$ cat config.mk
export PLATFORM = sky130hd
export DESIGN_NAME = modulation_az
export DESIGN_NICKNAME = d
export VERILOG_FILES = /design/src/rtl/modulation_az.sv
export SDC_FILE = /design/constraint.sdc
export NUM_CORES = 1
export LEC_CHECK = 0
export BUFFER_PORTS_ARGS = -buffer_cell sky130_fd_sc_hd__buf_2
export CAP_MARGIN = 20
export CORE_MARGIN = 8
export CORE_UTILIZATION = 55
export DETAILED_ROUTE_END_ITERATION = 8
export PLACE_DENSITY = 0.79
export SLEW_MARGIN = 0
export SYNTH_ARGS = -nofsm -noshare
export SYNTH_HDL_FRONTEND = slang
export SYNTH_SLANG_ARGS = --single-unit
$ cat constraint.sdc
create_clock -name clk -period 5.9 [get_ports clk]
set_input_delay 0.59 -clock clk [delete_from_list [all_inputs] [get_ports clk]]
set_output_delay 0.59 -clock clk [all_outputs]
set_load 0.02 [all_outputs]
$ cat src/rtl/modulation_az.sv
// Auto-zero modulation sequencer: precharge, hi-sample and optional lo-sample phases
// gating an external ADC, with all outputs registered in one state machine.
module modulation_az #(
  parameter int unsigned AZMUX_W      = 4,
  parameter int unsigned CNT_W        = 24,
  parameter logic        SW_PC_SIGNAL = 1'b1
) (
  input  logic               clk,
  input  logic               reset,
  input  logic               az_enable,
  input  logic [CNT_W-1:0]   precharge_n,
  input  logic [AZMUX_W-1:0] azmux_hi_val,
  input  logic [AZMUX_W-1:0] azmux_lo_val,
  input  logic               adc_measure_valid,
  output logic               adc_measure_trig,
  output logic               sw_pc_ctl,
  output logic [AZMUX_W-1:0] azmux,
  output logic               sample_is_hi,
  output logic [15:0]        sample_count,
  output logic               led0,
  output logic [1:0]         monitor
);

  localparam logic SW_PC_BOOT = ~SW_PC_SIGNAL;

  typedef enum logic [3:0] {
    StIdle,
    StPcBoot,
    StPcBootW,
    StAzHi,
    StAzHiW,
    StMeasHi,
    StMeasHiW,
    StPcBoot2,
    StPcBoot2W,
    StAzLo,
    StMeasLo,
    StMeasLoW
  } state_e;

  state_e               state_q;
  logic [CNT_W-1:0]     cnt_q;
  logic                 trig_q;
  logic                 sw_pc_q;
  logic [AZMUX_W-1:0]   azmux_q;
  logic                 is_hi_q;
  logic [15:0]          count_q;
  logic                 led_q;
  logic                 mon_hi_q;
  logic                 mon_busy_q;
  logic [CNT_W-1:0]     load_val;
  logic                 wait_done;

  // A zero length is treated as one so the wait counter never underflows.
  assign load_val  = (precharge_n == '0) ? '0 : precharge_n - CNT_W'(1);
  assign wait_done = (cnt_q == '0);

  always_ff @(posedge clk) begin
    if (reset) begin
      state_q    <= StIdle;
      cnt_q      <= '0;
      trig_q     <= 1'b0;
      sw_pc_q    <= SW_PC_BOOT;
      azmux_q    <= azmux_lo_val;
      is_hi_q    <= 1'b0;
      count_q    <= '0;
      led_q      <= 1'b0;
      mon_hi_q   <= 1'b0;
      mon_busy_q <= 1'b0;
    end else begin
      trig_q <= 1'b0;
      unique case (state_q)
        StIdle: state_q <= StPcBoot;
        StPcBoot: begin
          sw_pc_q <= SW_PC_BOOT;
          cnt_q   <= load_val;
          state_q <= StPcBootW;
        end
        StPcBoot2: begin
          sw_pc_q <= SW_PC_BOOT;
          cnt_q   <= load_val;
          state_q <= StPcBoot2W;
        end
        StAzHi: begin
          sw_pc_q  <= SW_PC_BOOT;
          azmux_q  <= azmux_hi_val;
          mon_hi_q <= 1'b1;
          cnt_q    <= load_val;
          state_q  <= StAzHiW;
        end
        StPcBootW, StAzHiW, StPcBoot2W: begin
          if (wait_done) begin
            if (state_q == StPcBootW) state_q <= StAzHi;
            else if (state_q == StAzHiW) state_q <= StMeasHi;
            else state_q <= StAzLo;
          end else begin
            cnt_q <= cnt_q - CNT_W'(1);
          end
        end
        StMeasHi: begin
          sw_pc_q    <= SW_PC_SIGNAL;
          is_hi_q    <= 1'b1;
          trig_q     <= 1'b1;
          mon_busy_q <= 1'b1;
          led_q      <= ~led_q;
          state_q    <= StMeasHiW;
        end
        StMeasHiW, StMeasLoW: begin
          // valid coinciding with the trigger belongs to a previous conversion
          if (adc_measure_valid && !trig_q) begin
            mon_busy_q <= 1'b0;
            count_q    <= count_q + 16'd1;
            state_q    <= (state_q == StMeasHiW && az_enable) ? StPcBoot2 : StAzHi;
          end
        end
        StAzLo: begin
          azmux_q  <= azmux_lo_val;
          mon_hi_q <= 1'b0;
          is_hi_q  <= 1'b0;
          state_q  <= StMeasLo;
        end
        StMeasLo: begin
          sw_pc_q    <= SW_PC_BOOT;
          trig_q     <= 1'b1;
          mon_busy_q <= 1'b1;
          state_q    <= StMeasLoW;
        end
        default: state_q <= StIdle;
      endcase
    end
  end

  assign adc_measure_trig = trig_q;
  assign sw_pc_ctl        = sw_pc_q;
  assign azmux            = azmux_q;
  assign sample_is_hi     = is_hi_q;
  assign sample_count     = count_q;
  assign led0             = led_q;
  assign monitor          = {mon_busy_q, mon_hi_q};

endmodule

Word level (Yosys, flattened, before mapping):

Cells that the tools add are included.

* register bits after elaboration: 54
* bits of input ports: 36
* logic and storage cells: 66
* output and inout port bits: 26

* eq/ne operators: 14
* bitwise logic cells: 1
* $add $sub $neg: 3
* reduce and logical (&&, ||, !) cells: 21
* multiplexer cells: 17

Operators by type and width (number)
* 24-bit zero test: 2
* 24-bit 2-to-1 mux: 2
* 24-bit one-hot mux with 2 select lines: 1
* 24-bit by 1-bit subtractor with 24-bit output, second input constant: 2
* 4-bit one-hot mux with 9 select lines: 1
* 4-bit 2-to-1 mux: 5
* 16-bit by 1-bit adder with 16-bit output, second input constant: 1
* 4-bit by 3-bit equality test with 1-bit output, second input constant: 4
* 4-bit equality test, second input constant: 4
* 2-bit nonzero test: 5
* 4-bit by 2-bit equality test with 1-bit output, second input constant: 2
* 1-bit one-hot mux with 2 select lines: 4
* 4-bit one-hot mux with 2 select lines: 1
* 2-bit AND reduction: 4
* 2-bit != test, second input constant: 3
* 3-bit OR reduction: 2
* 4-bit by 1-bit equality test with 1-bit output, second input constant: 1
* 4-bit zero test: 1
* 2-bit OR reduction: 2
* 4-bit OR reduction: 1
* 3-bit 2-to-1 mux: 1
* 3-bit nonzero test: 1
* 1-bit logical AND: 2
* 1-bit 2-to-1 mux: 2
* 2 further kinds: 2

Depth between registers and ports, before layout:

Gate-level depths: netlist (run 1).

* word-level depth: 5
* depth in mapped cells: 9
* depth with buffers taken out: 8

Worst setup path after synthesis (run 1):

No wires, ideal clock.

* path type: in2reg
* start: in precharge_n[9]
* end: reg cnt_q[17]
* stages: 7
* required time: 5830 ps
* data arrival time: 2525 ps
* setup time: 70 ps
* path slack: 3305 ps
* buffers on the path: 1
* cell sequence: or4_4 > or4_4 > buf_6 > or4_1 > a21oi_1 > o21ai_1 > a21oi_1

* cells in the longest elaborated chain, start to end: 3
* elaborated cells between the ends (all ways): 4
* classes of those cells: add/sub (1); mux (2); reduce/logical (1)

RTL lines
* start, declared: RTL line 11 `input logic [CNT_W-1:0] precharge_n,`
* 24-bit by 1-bit subtractor with 24-bit output / 24-bit zero test (equally long branches): RTL line 55 `assign load_val = (precharge_n == '0) ? '0 : precharge_n - CNT_W'(1);`
* 24-bit 2-to-1 mux (*): RTL line 55
* 24-bit one-hot mux with 2 select lines (*): RTL line 72 `unique case (state_q)`
* end signal, assigned: RTL line 76 `cnt_q <= load_val;`
* end signal, assigned: RTL line 81 `cnt_q <= load_val;`
* end signal, assigned: RTL line 88 `cnt_q <= load_val;`
* end, declared: RTL line 42 `logic [CNT_W-1:0] cnt_q;`

Mark *: on every way between the ends. The rest lies on a longest branch, timed or not.
A chain may end at the register's enable or synchronous reset.

Worst setup path after layout (run 1):

* start: reg state_q[1]
* end: reg cnt_q[16]

* cells in the longest elaborated chain, start to end: 4
* elaborated cells between the ends (all ways): 12
* classes of those cells: eq/ne (7); mux (1); reduce/logical (4)

RTL lines
* start, declared: RTL line 41 `state_e state_q;`
* start signal, assigned: RTL line 60 `state_q <= StIdle;`
* start signal, assigned: RTL line 73 `StIdle: state_q <= StPcBoot;`
* start signal, assigned: RTL line 77 `state_q <= StPcBootW;`
* 4-bit by 2-bit equality test with 1-bit output (tied with other cells): RTL line 72
* 3-bit OR reduction, on equally long branches
* 2-bit != test (no line) / 2-bit nonzero test (equally long branches)
* 2-bit AND reduction (no line)

Parallel ways exist; a longest one is shown, timed or not.

==> results of run 1 <==
[stage by stage]
stage | util, % | instance area (um^2) | setup slack, ns
CTS | 63.78 | 3799 | 2.686
finish | 63.78 | 3799 | 2.557
floorplan | - | 3420 | 3.305
global route | 63.78 | 3799 | 2.327
global placement | 61.83 | 3682 | 2.725
detailed placement | 61.83 | 3682 | 2.610
[final cells by class]
type	count	area [um^2]	area share, %
clock buffers	5	68.82	1.812
clock inverters	3	47.55	1.252
inverters	15	56.30	1.482
multi-input cells	342	2091	55.04
flip-flops and latches	54	1121	29.51
well taps	75	93.84	2.470
repair buffers	63	320.3	8.432
[tightest hold or removal path: stages, from the launching register on]
cell and delay [ns]:
dfxtp_1 0.33, nand2b_1 0.07, o22ai_1 0.06
[routing by layer]
layer / vias up / wire (um) / GRT usage, %
met3: 20 / 664 / 4.444
met5: - / 0 / 0
met1: 1597 / 4066 / 25.48
met2: 141 / 4158 / 34.24
met4: 0 / 195 / 8.713
li1: 1685 / - / -
[power groups by stage]
stage                     Sequential, uW  Clock, uW  Combinational [uW]
after global placement               483          0                 490
after CTS                            479        262                 500
after detailed placement             487          0                 498
after floorplan                      470          0                 397
final                                482        261                 513
after global routing                 490        276                 569
[layout by cell type, fill, tap and decap left out, types with 2 or more instances in the layout]
cell type,n
buf_2,61
nor2_1,51
dfxtp_1,50
a21oi_1,35
o21ai_0,31
nand2_1,28
nor3_1,17
xor2_1,17
xnor2_1,16
inv_1,14
nand3_1,14
nor4_1,11
nand4_1,9
o22ai_1,9
or4_1,8
or3_1,7
nand2b_1,6
o21a_1,6
and3_1,5
o32ai_1,5
ha_1,5
clkbuf_8,5
mux2_2,4
and2_1,4
a211oi_1,4
nor2b_1,4
edfxtp_1,4
nand4b_1,3
a31oi_1,3
nand3b_1,3
o31ai_1,3
or4_4,2
o211ai_1,2
and3b_1,2
o31a_1,2
o311ai_1,2
o32a_1,2
buf_4,2
[registers in the layout (all words and copies together) (netlist names)]
register / count
sample_is_hi: 1
mon_hi_q: 1
led0: 1
sw_pc_ctl: 1
azmux: 4
mon_busy_q: 1
sample_count: 16
state_q: 4
adc_measure_trig: 1
cnt_q: 24
[cell families (layout without fill, tap and decap cells)]
group | Yosys count | after routing | synth area share [%]
buffers and inverters | 41 | 86 | 6.074
and+or+nand+nor | 182 | 182 | 28.03
muxes | 5 | 5 | 1.610
xor gates and xnor gates | 33 | 33 | 8.452
adders and majority gates | 6 | 6 | 2.122
DFF | 54 | 54 | 32.78
AOI/OAI and AO/OA | 116 | 116 | 20.93
[path summary, 6_finish.rpt]
check,from,end,slack (ns),cells after the start
worst max-delay path,state_q[1]$_SDFFE_PP0P_,cnt_q[16]$_SDFFE_PP0P_,2.56,6
worst min-delay path,mon_busy_q$_SDFFE_PP0P_,mon_busy_q$_SDFFE_PP0P_,0.49,2
worst max register to register,state_q[1]$_SDFFE_PP0P_,cnt_q[16]$_SDFFE_PP0P_,2.56,6
worst min register to register,mon_busy_q$_SDFFE_PP0P_,mon_busy_q$_SDFFE_PP0P_,0.49,2
==> metrics.txt, run 1 <==
status=finished clean; slew margin rel.=32.87%; Die Wd=94.85 um; Fin Clk Skew=0.009139 ns; combinational power share=40.9%; sw frac=41.78%; max-slew violations=0; clock sink total=54; sequential share of the synthesized area=32.78%; flops & latches, synth=54; Worst setup EP type=register; fraction of registers with async set/reset=0%; 1st-pass router iterations=5; synthesized area=3420 um^2; Pint=731.2 uW; Tot Pwr=1256 uW; Worst EP required=6.12 ns; Clock Path Buffers=2; H-tree Lvls=2; vias per cell=6.181; vias in the first global route=3339; EDFF count, synth=4; fin cells=557; initial antenna violation count=0; Syn-to-layout area delta=11.09%; Tcrit/Tclk final=56.67%; syn_area_per_cell=7.825 um^2; sequence of cells on the critical path=xnor2_1, a211o_2, a41oi_1, or2_0, nand2b_1, o311ai_1; fin nets=522; routability cong.=0.9134; Leakage=0.001402 uW; Std-Cell Rows=28; PostCTS Resize Cnt=0; Routed Wire Length=9083 um; pwr dens=330.6 nW/um^2; WL/cell=16.31 um; Top Ports=62; Setup violations, final=0; Sw Pwr=524.6 uW; HPWL Detailed=6716 um; antenna cells=0; Initial Utilization=57.42%; crit-path max cell delay=0.76 ns; core area=5956 um^2; total number of vias=3443; layout cells sized above 1=17.43%; synth warn=0; Placed Cells=549; top_reg_cell synth=dfxtp_1; clock power share=20.8%; WP buf/inv=0; crit path kind=reg -> reg; top post-synthesis cells by area=dfxtp_1 (29%), nor2_1 (5.6%), a21oi_1 (5.1%); top cell type by total area after synthesis=dfxtp_1; starting DRC count in detailed routing=220; first-pass GRT wire length=15380 um; Worst VDD drop=0.1718 mV; worst hold path class=reg -> reg; die area=8997 um^2; RSZ-0062 raised after global routing=no; Post-CTS Setup Inserts=0; syn_nets=478; CP delay by family, top=compound AO/OA/AOI/OAI gates; CP max FO=22; top cell type's share of synthesized area=29.27%; Worst-Skew Late Latency=0.32 ns; Die Y=94.85 um; Syn Inst Count=437; Hold Fails Final Rpt=0; Sum Neg Setup Slack=0 ns; I/O Buffers=61; Filler cells=541; Achievable Freq=299.1 MHz; slew of the pin with the lowest slew margin=1.007 ns; fin crit period=3.343 ns; Synth top cells by count=nor2_1 (51), dfxtp_1 (50), a21oi_1 (35); count of hold-fix buffers inserted at cts=0; number of remaining DRC errors=0; Flop pwr share=38.3%; synth unique cells=64; Clock Pin Slew Worst Setup and Hold Paths=0.11 ns; Routed Antenna Nets=0; largest net degree at the start of global routing=58; Worst Setup Start Kind=register; CTS tree=done; Max Cap Violations=0; grt ovf=0; Slowest-stage cell, CP=or2_0; Clock Tree Root=clkbuf_8; WHS=0.4939 ns; All-Layer GR Usage=20.72%; cts bufs inserted=5; Critical Path AT=3.57 ns; most numerous cell in the Yosys netlist=nor2_1
Note: power is estimated with default switching activity, not from simulation.
==> run 2: changes to the inputs <==
- clock period: 5.9 -> 3.34 ns (I/O delays scaled with it)
==> metrics.txt, run 2 (same netlist as run 1, synthesis figures left out) <==
vias in the first global route=3293; core area=5956 um^2; clock sink total=54; total number of vias=3503; cts bufs inserted=5; Top Ports=62; grt ovf=0; register area=1121 um^2; number of remaining DRC errors=0; Clock Tree Root=clkbuf_8; Post-DP Area=3742 um^2; max-slew violations=0; Setup violations, final=0; Worst-Skew Late Latency=0.32 ns; Std-Cell Rows=28; worst hold stages=2; Fin Clk Skew=0.01399 ns; Worst R2R Start=cnt_q[18]$_SDFFE_PP0P_; crit-path max cell delay=0.46 ns; Die Wd=94.85 um; Post-CTS Setup Inserts=0; Largest register FFs=24; Worst EP required=3.50 ns; HPWL Detailed=6620 um; Sum Neg Setup Slack=0 ns; Worst VDD drop=0.2676 mV; WL/cell=15.65 um; Die Y=94.85 um; I/O Buffers=61; Hold Fails Final Rpt=0; largest net degree at the start of global routing=58; Worst Setup Start Kind=register; worst hold path class=in -> reg; status=finished clean; crit path kind=reg -> reg; final worst setup slack=0.8151 ns; Multi-input gate area=2091 um^2; Max Cap Violations=0; slew of the pin with the lowest slew margin=1.015 ns; Syn-to-layout area delta=12.29%; Initial Utilization=57.42%; slew margin rel.=32.36%; count of hold-fix buffers inserted at cts=0; initial antenna violation count=0; Filler cells=537; 1st-pass router iterations=5; fin util=64.47%; WHS Endpoint=azmux[2]$_DFFE_PP_; sequence of cells on the critical path=or3_1, nor4_1, a41oi_1, or2_0, buf_4, a22oi_1, o32ai_1; Top reg by flops=cnt_q; Leakage=0.001433 uW; Clock Path Buffers=2; CTS tree=done; fin crit period=2.525 ns; RSZ-0062 raised after global routing=no; fin area=3840 um^2; Critical Path AT=2.69 ns; Routed Antenna Nets=0; H-tree Lvls=2; Worst Reg-to-Reg Cells=7; Tcrit/Tclk final=75.60%; fin nets=530; vias per cell=6.200; R2R Path End=cnt_q[20]$_SDFFE_PP0P_; worst reg-to-reg setup slack=0.82 ns; Clock Pin Slew Worst Setup and Hold Paths=0.11 ns; critical hold path startpoint=azmux_hi_val[2]; All-Layer GR Usage=19.63%; Routed Wire Length=8844 um; antenna cells=0; starting DRC count in detailed routing=237; Slowest-stage cell, CP=nor4_1; Worst setup EP type=register; routability cong.=0.9405; CP max FO=15; most common cell after layout, fill and taps aside=buf_2; Achievable Freq=396.1 MHz; most frequent cells in the layout=buf_2 (61), nor2_1 (51), dfxtp_1 (50), a21oi_1 (35), o21ai_0 (31); first-pass GRT wire length=14650 um; PostCTS Resize Cnt=0; pre-CTS WS=0.8002 ns; pwr dens=572.4 nW/um^2; layout cells sized above 1=18.78%; die area=8997 um^2
[run 2: area by class of cell]
cell class	instances	share of cell area, %
Inverter	15	1.466
Clock buffer	5	1.792
Sequential cell	54	29.20
Tap cell	75	2.444
Multi-Input combinational cell	342	54.45
Timing Repair Buffer	71	9.906
Clock inverter	3	0.7494
[run 2: worst max-delay path by stage]
| stage | startpoint | end | depth (start not counted) |
|---|---|---|---|
| floorplan | precharge_n[9] | cnt_q[17]$_SDFFE_PP0P_ | 7 |
| detailed placement | precharge_n[9] | cnt_q[12]$_SDFFE_PP0P_ | 8 |
| global route | cnt_q[18]$_SDFFE_PP0P_ | cnt_q[20]$_SDFFE_PP0P_ | 7 |
| finish | cnt_q[18]$_SDFFE_PP0P_ | cnt_q[20]$_SDFFE_PP0P_ | 7 |
| CTS | cnt_q[18]$_SDFFE_PP0P_ | cnt_q[20]$_SDFFE_PP0P_ | 7 |
| global placement | precharge_n[9] | cnt_q[12]$_SDFFE_PP0P_ | 8 |
[run 2: report_power, final]
group	internal, uW	switching, uW	total (uW)
Combinational	363	608	970
Sequential	747	93.9	841
Clock	156	231	386
Total	1270	932	2200
[run 2: metrics by stage]
| stage | hold WS [ns] | instances | power (uW) |
|---|---|---|---|
| final | 0.3267 | 565 | 2198 |
| after global routing | 0.3217 | 565 | 2342 |
| after CTS | 0.3144 | 565 | 2183 |
| after detailed placement | 0.4694 | 557 | 1796 |
| after global placement | 0.4614 | 557 | 1773 |
| after floorplan | 0.4466 | 437 | 1532 |
[run 2: worst max-delay path: cells and delay by family (launching register included)]
family / cells / cell delay, ns
AND/OR/NAND/NOR: 3 / 1.21
flip-flops: 1 / 0.35
buffers and inverters: 1 / 0.21
AO/OA/AOI/OAI: 3 / 0.61
[run 2: per-layer routing]
| layer | track usage (%) | wire length, um | part of all wire [%] |
|---|---|---|---|
| met5 | 0 | 0 | 0 |
| met4 | 7.932 | 231 | 2.6 |
| met3 | 3.810 | 635 | 7.2 |
| met2 | 32.85 | 4086 | 46 |
| met1 | 24.14 | 3889 | 44 |
